<file path="src/rtl/intc_if.sv">
// Register-port bundle between the kernel data bus and the interrupt controller.
// Single-cycle strobe in; ack and read data come back registered one cycle later.
interface intc_if;
   logic        bus_req;
   logic        bus_we;
   logic [1:0]  bus_addr;
   logic [31:0] bus_wdata;
   logic [31:0] bus_rdata;
   logic        bus_ack;

   modport master (
      output bus_req,
      output bus_we,
      output bus_addr,
      output bus_wdata,
      input  bus_rdata,
      input  bus_ack
   );

   modport slave (
      input  bus_req,
      input  bus_we,
      input  bus_addr,
      input  bus_wdata,
      output bus_rdata,
      output bus_ack
   );
endinterface

</file>
<file path="src/rtl/intc.sv">
// External interrupt controller feeding the CP0 hardware interrupt vector.
// Optional INTC_SYNC_EN adds a 2-flop synchronizer on every irq_in bit.
module intc #(
   parameter int NLINES = 8
) (
   input  logic              clk,
   input  logic              rst,
   input  logic [NLINES-1:0] irq_in,
   output logic [7:0]        ints_out,
   intc_if.slave             bus
);

   localparam logic [7:0] LINE_MASK    = 8'hFF >> (8 - NLINES);
   localparam logic [1:0] ADDR_PENDING = 2'd0;
   localparam logic [1:0] ADDR_ENABLE  = 2'd1;
   localparam logic [1:0] ADDR_MODE    = 2'd2;
   localparam logic [1:0] ADDR_CLAIM   = 2'd3;

   // Highest requesting line wins; bit 31 flags a valid claim.
   function automatic logic [31:0] claim_word(input logic [7:0] req);
      logic [31:0] w;
      w = 32'h0000_0000;
      for (int i = 0; i < 8; i++) begin
         if (req[i]) begin
            w = {1'b1, 28'h000_0000, i[2:0]};
         end
      end
      return w;
   endfunction

   logic [7:0]  irq_ext_s;
   logic [7:0]  event_s;
   logic [7:0]  prev_r;
   logic [7:0]  pending_r;
   logic [7:0]  enable_r;
   logic [7:0]  mode_r;
   logic [7:0]  ints_r;
   logic        ack_r;
   logic [31:0] rdata_r;
   logic [7:0]  pending_nxt_s;
   logic [7:0]  rise_s;
   logic [7:0]  w1c_s;
   logic [7:0]  claim_hit_s;
   logic [31:0] claim_word_s;
   logic [31:0] read_data_s;
   logic        rd_s;
   logic        wr_s;
   logic [23:0] wdata_unused_s;

   assign wdata_unused_s = bus.bus_wdata[31:8];

   // Widen the implemented request lines to the full 8-bit vector.
   always_comb begin
      irq_ext_s = 8'h00;
      for (int i = 0; i < NLINES; i++) begin
         irq_ext_s[i] = irq_in[i];
      end
   end

`ifdef INTC_SYNC_EN
   logic [7:0] sync1_r;
   logic [7:0] sync2_r;

   // Two-flop synchronizer for asynchronous peripheral requests.
   always_ff @(posedge clk) begin
      if (rst) begin
         sync1_r <= 8'h00;
         sync2_r <= 8'h00;
      end else begin
         sync1_r <= irq_ext_s;
         sync2_r <= sync1_r;
      end
   end

   assign event_s = sync2_r;
`else
   assign event_s = irq_ext_s;
`endif

   assign rd_s         = bus.bus_req & ~bus.bus_we;
   assign wr_s         = bus.bus_req &  bus.bus_we;
   assign rise_s       = event_s & ~prev_r;
   assign claim_word_s = claim_word(pending_r & enable_r);

   // Decode the side effects of this cycle's access on PENDING.
   always_comb begin
      w1c_s       = 8'h00;
      claim_hit_s = 8'h00;
      if (wr_s && (bus.bus_addr == ADDR_PENDING)) begin
         w1c_s = bus.bus_wdata[7:0];
      end else begin
         w1c_s = 8'h00;
      end
      if (rd_s && (bus.bus_addr == ADDR_CLAIM) && claim_word_s[31]) begin
         claim_hit_s = 8'h01 << claim_word_s[2:0];
      end else begin
         claim_hit_s = 8'h00;
      end
   end

   // Read mux over pre-update register values.
   always_comb begin
      read_data_s = 32'h0000_0000;
      case (bus.bus_addr)
         ADDR_PENDING: read_data_s = {24'h00_0000, pending_r};
         ADDR_ENABLE:  read_data_s = {24'h00_0000, enable_r};
         ADDR_MODE:    read_data_s = {24'h00_0000, mode_r};
         ADDR_CLAIM:   read_data_s = claim_word_s;
         default:      read_data_s = 32'h0000_0000;
      endcase
   end

   // Per-line pending update: edge lines are sticky with set over clear, level lines track the source.
   always_comb begin
      pending_nxt_s = 8'h00;
      for (int i = 0; i < 8; i++) begin
         if (mode_r[i]) begin
            if (rise_s[i]) begin
               pending_nxt_s[i] = 1'b1;
            end else if (w1c_s[i] || claim_hit_s[i]) begin
               pending_nxt_s[i] = 1'b0;
            end else begin
               pending_nxt_s[i] = pending_r[i];
            end
         end else begin
            pending_nxt_s[i] = event_s[i];
         end
      end
      pending_nxt_s = pending_nxt_s & LINE_MASK;
   end

   // Controller state, CP0 vector and registered bus response.
   always_ff @(posedge clk) begin
      if (rst) begin
         prev_r    <= 8'h00;
         pending_r <= 8'h00;
         enable_r  <= 8'h00;
         mode_r    <= 8'h00;
         ints_r    <= 8'h00;
         ack_r     <= 1'b0;
         rdata_r   <= 32'h0000_0000;
      end else begin
         prev_r    <= event_s;
         pending_r <= pending_nxt_s;
         ints_r    <= pending_r & enable_r;
         ack_r     <= bus.bus_req;
         rdata_r   <= rd_s ? read_data_s : 32'h0000_0000;
         if (wr_s && (bus.bus_addr == ADDR_ENABLE)) begin
            enable_r <= bus.bus_wdata[7:0] & LINE_MASK;
         end
         if (wr_s && (bus.bus_addr == ADDR_MODE)) begin
            mode_r <= bus.bus_wdata[7:0] & LINE_MASK;
         end
      end
   end

   assign ints_out      = ints_r;
   assign bus.bus_ack   = ack_r;
   assign bus.bus_rdata = rdata_r;

endmodule

</file>
<file path="src/flat_wrapper.sv">
// flat-port wrapper written by rule: the top's interface ports become plain ports
module intc_flat 
#(
   parameter int NLINES = 8
)
  (clk, rst, irq_in, ints_out, bus_bus_req, bus_bus_we, bus_bus_addr, bus_bus_wdata, bus_bus_rdata, bus_bus_ack);
  intc_if bus_i ();
  input  logic clk;
  input  logic rst;
  input  logic [NLINES-1:0] irq_in;
  output logic [7:0] ints_out;
  input wire logic [$bits(bus_i.bus_req)-1:0] bus_bus_req;
  input wire logic [$bits(bus_i.bus_we)-1:0] bus_bus_we;
  input wire logic [$bits(bus_i.bus_addr)-1:0] bus_bus_addr;
  input wire logic [$bits(bus_i.bus_wdata)-1:0] bus_bus_wdata;
  output wire logic [$bits(bus_i.bus_rdata)-1:0] bus_bus_rdata;
  output wire logic [$bits(bus_i.bus_ack)-1:0] bus_bus_ack;
  assign bus_i.bus_req = bus_bus_req;
  assign bus_i.bus_we = bus_bus_we;
  assign bus_i.bus_addr = bus_bus_addr;
  assign bus_i.bus_wdata = bus_bus_wdata;
  assign bus_bus_rdata = bus_i.bus_rdata;
  assign bus_bus_ack = bus_i.bus_ack;
  intc #(.NLINES(NLINES)) u_core (.clk(clk), .rst(rst), .irq_in(irq_in), .ints_out(ints_out), .bus(bus_i));
endmodule
</file>
<file path="config.mk">
export PLATFORM = sky130hd
export DESIGN_NAME = intc_flat
export DESIGN_NICKNAME = d
export VERILOG_FILES = /design/src/rtl/intc_if.sv /design/src/rtl/intc.sv /design/src/flat_wrapper.sv
export SDC_FILE = /design/constraint.sdc
export NUM_CORES = 1
export LEC_CHECK = 0
export CORE_ASPECT_RATIO = 0.9
export CORE_MARGIN = 2
export CORE_UTILIZATION = 39
export DETAILED_ROUTE_END_ITERATION = 7
export PLACE_DENSITY = 0.75
export SYNTH_ARGS = -nofsm -noshare
export SYNTH_HDL_FRONTEND = slang
export SYNTH_SLANG_ARGS = --single-unit
</file>
<file path="constraint.sdc">
create_clock -name clk -period 1.6 [get_ports clk]
set_input_delay 0.4 -clock clk [delete_from_list [all_inputs] [get_ports clk]]
set_output_delay 0.4 -clock clk [all_outputs]
set_load 0.01 [all_outputs]
</file>
==> flow_metrics.tcl, run 1 <==
set metrics [dict create \
    grt_pass1_vias 1947 \
    first_iter_violations 122 \
    place_ws_ns -0.580 \
    muxShareOfSynthArea_pct 3.63 \
    clock_latency_ns 0.30 \
    synthXorXnorAreaFrac_pct 0 \
    die_area_um2 6450 \
    min_period_ns 1.57 \
    numCtsBuffers 5 \
    avgSynthCellArea_um2 8.38 \
    coreArea_um2 5660 \
    clock_skew_ns 0.00179 \
    stdcell_count 414 \
    cts_sinks 50 \
    area.growth.synth_to_final_pct 34.3 \
    grt_use_met2_pct 27.0 \
    finalSetupViolCount 0 \
    via_per_inst 5.00 \
    grt_max_degree 15 \
    hp-class "reg -> reg" \
    rsz0062_at_grt "true" \
    nFillCells 511 \
    slew_violations 0 \
    end_kind "flop" \
    synth_seq_area_share_pct 44.1 \
    cap_viol_max_count 0 \
    clk_path_buf_depth 2 \
    crit_fanout 4 \
    drcViolationCount 0 \
    antenna_found_initial 0 \
    p_total_uw 2490 \
    status "finished clean" \
    ff_latch_area_um2 1000 \
    first_pass_iters 4 \
    max_freq_mhz 637 \
    gr-max-usage-layer "met2" \
    place_inst 407 \
    period_share_pct 98.1 \
    most-common-layout-cells "nand2_1, dfxtp_1, buf_4" \
    multiInputGateArea_um2 1150 \
    hold_slack_ns 0.472 \
    htree_levels 2 \
    met1_usage_pct 22.9 \
    layout-drive-gt1-share_pct 16.9 \
    syn_inst 271 \
    path_class "in -> reg" \
    grt_overflow_total 0 \
    required_ns 1.80 \
    num_rows 26 \
    hold_viol 0 \
    dpl.hpwl_mm 4.36 \
    track_usage_pct 17.2 \
    routed_wl_mm 5.45 \
    drtAntennaViolNets 0 \
    path_clk_slew_ns 0.08 \
    ios 87 \
    nets 390 \
    critPathLaunchType "input port" \
    p_leak_uw 0.00125 \
    fp.dieH_um 76.4 \
    routedWlPerCell_um 13.2 \
    yosys.area_share.simple_pct 24.3 \
    layout_commonest_cell "nand2_1" \
    worstMarginPinSlew_ns 0.489 \
    cts_hold_buf 0 \
    routed-via-count 2071 \
    io_buffers 39 \
    synthFlopType "dfxtp_1" \
    start_util_pct 40.1 \
    cts_tree "built" \
    synth-seq-cells 50 \
    worstPathArrival_ns 1.77 \
    setup_slack_ns 0.0299 \
    use_met3_pct 4.66 \
    grt_pass1_wl_mm 8.90 \
    vdd_drop_max_mv 0.498 \
    netlist_area_um2 2270 \
    die_x_um 84.5 \
    routabilityCongestion 0.851 \
    ys_types 39 \
    cts-root-buf "clkbuf_8" \
    antenna_cells 0 \
    synth_edf_count 0 \
    yosys_warnings 0 \
    slew_headroom_pct 66.6 \
    pwr_density_cell_nw_per_um2 817 \
    synth_top_family_by_area "simple AND/OR/NAND/NOR gates" \
    synthArstFlopShare_pct 0 \
    synth_compound_area_share_pct 16.7 \
    synth_fa_ha_area_share_pct 0 \
]
[per-layer routing]
metal / part of all wire (%) / up-vias / wire (um)
li1: - / 1026 / -
met1: 45 / 962 / 2480
met2: 45 / 66 / 2470
met3: 6.8 / 17 / 369
met4: 2.4 / 0 / 129
met5: 0 / - / 0
[through the flow]
stage | util, % | cell area (um^2) | TNS [ns]
after global placement | 51.2 | 2900 | -11.06
after global routing | 53.9 | 3050 | -0.0291
after CTS | 53.5 | 3030 | 0
final | 53.9 | 3050 | 0
after floorplan | - | 2360 | 0
after detailed placement | 51.2 | 2900 | -12.37
[cell families (layout without fill, tap and decap cells)]
logic type,count (synthesis),in the layout
AOI/OAI and AO/OA,57,57
buffers and inverters,41,92
DFF,50,50
muxes,8,8
other,1,23
and+or+nand+nor,114,114
[worst max-delay path, stage by stage]
cell	delay, ns
dlygate4sd2_1	0.29
nand4b_4	0.22
nor4b_4	0.27
or3b_1	0.38
a22o_1	0.21
[final timing paths]
path / from / to / slack [ns] / depth (start not counted)
min reg2reg: u_core.enable_r[0] / u_core.enable_r[0] / 0.47 / 2
max reg2reg: u_core.enable_r[7] / u_core.pending_r[2] / 0.05 / 4
max: bus_bus_we / u_core.pending_r[2] / 0.03 / 5
min: u_core.enable_r[0] / u_core.enable_r[0] / 0.47 / 2
[cell type report]
type                       instances  area share [%]
clock buffer                       6            2.71
clock inverter                     1           0.984
inverter                           7           0.861
multi-input combinational        202            37.6
sequential                        50            32.8
tap                               70            2.87
timing repair buffer              78            22.1
[where the power goes]
| part | internal [uW] | switching, uW | total, uW |
|---|---|---|---|
| clock | 500 | 393 | 893 |
| sequential | 1280 | 24.8 | 1300 |
| combinational | 147 | 149 | 296 |
| total | 1930 | 567 | 2490 |
[Yosys cell counts (all sizes together) (5+ instances only)]
cell type  number  area, um^2
nand2          57         214
dfxtp          50        1000
buf            30         211
a21oi          23         115
nor2           23        86.3
nor2b          16         100
a2111oi         7        61.3
inv             7        26.3
o21ai           7        35.0
mux2i           6        60.1
a22o            5        43.8
[sequential cells by signal, indices dropped and copies added (netlist names)]
register and cells:
u_core.prev_r 8, u_core.bus.bus_rdata 9, u_core.bus.bus_ack 1, u_core.pending_r 8, u_core.enable_r 8, u_core.mode_r 8
u_core.ints_out 8
[what timing repair did]
item                                   4_1_cts  5_1_grt
setup endpoints to repair                   19       11
gates resized for setup                      9       13
pin swaps                                    0        0
endpoints found under the hold margin        0        0
buffers inserted                             0        0
Power figures use the tool's default switching activity.
==> run 2: changes to the inputs <==
--- a/config.mk
+++ b/config.mk
@@ -10,6 +10,7 @@
 export CORE_UTILIZATION = 39
 export DETAILED_ROUTE_END_ITERATION = 7
 export PLACE_DENSITY = 0.75
+export SLEW_MARGIN = 10
 export SYNTH_ARGS = -nofsm -noshare
 export SYNTH_HDL_FRONTEND = slang
 export SYNTH_SLANG_ARGS = --single-unit
==> results of run 2 <==
Same layout as run 1: the final DEF is identical, and so are final timing and power.
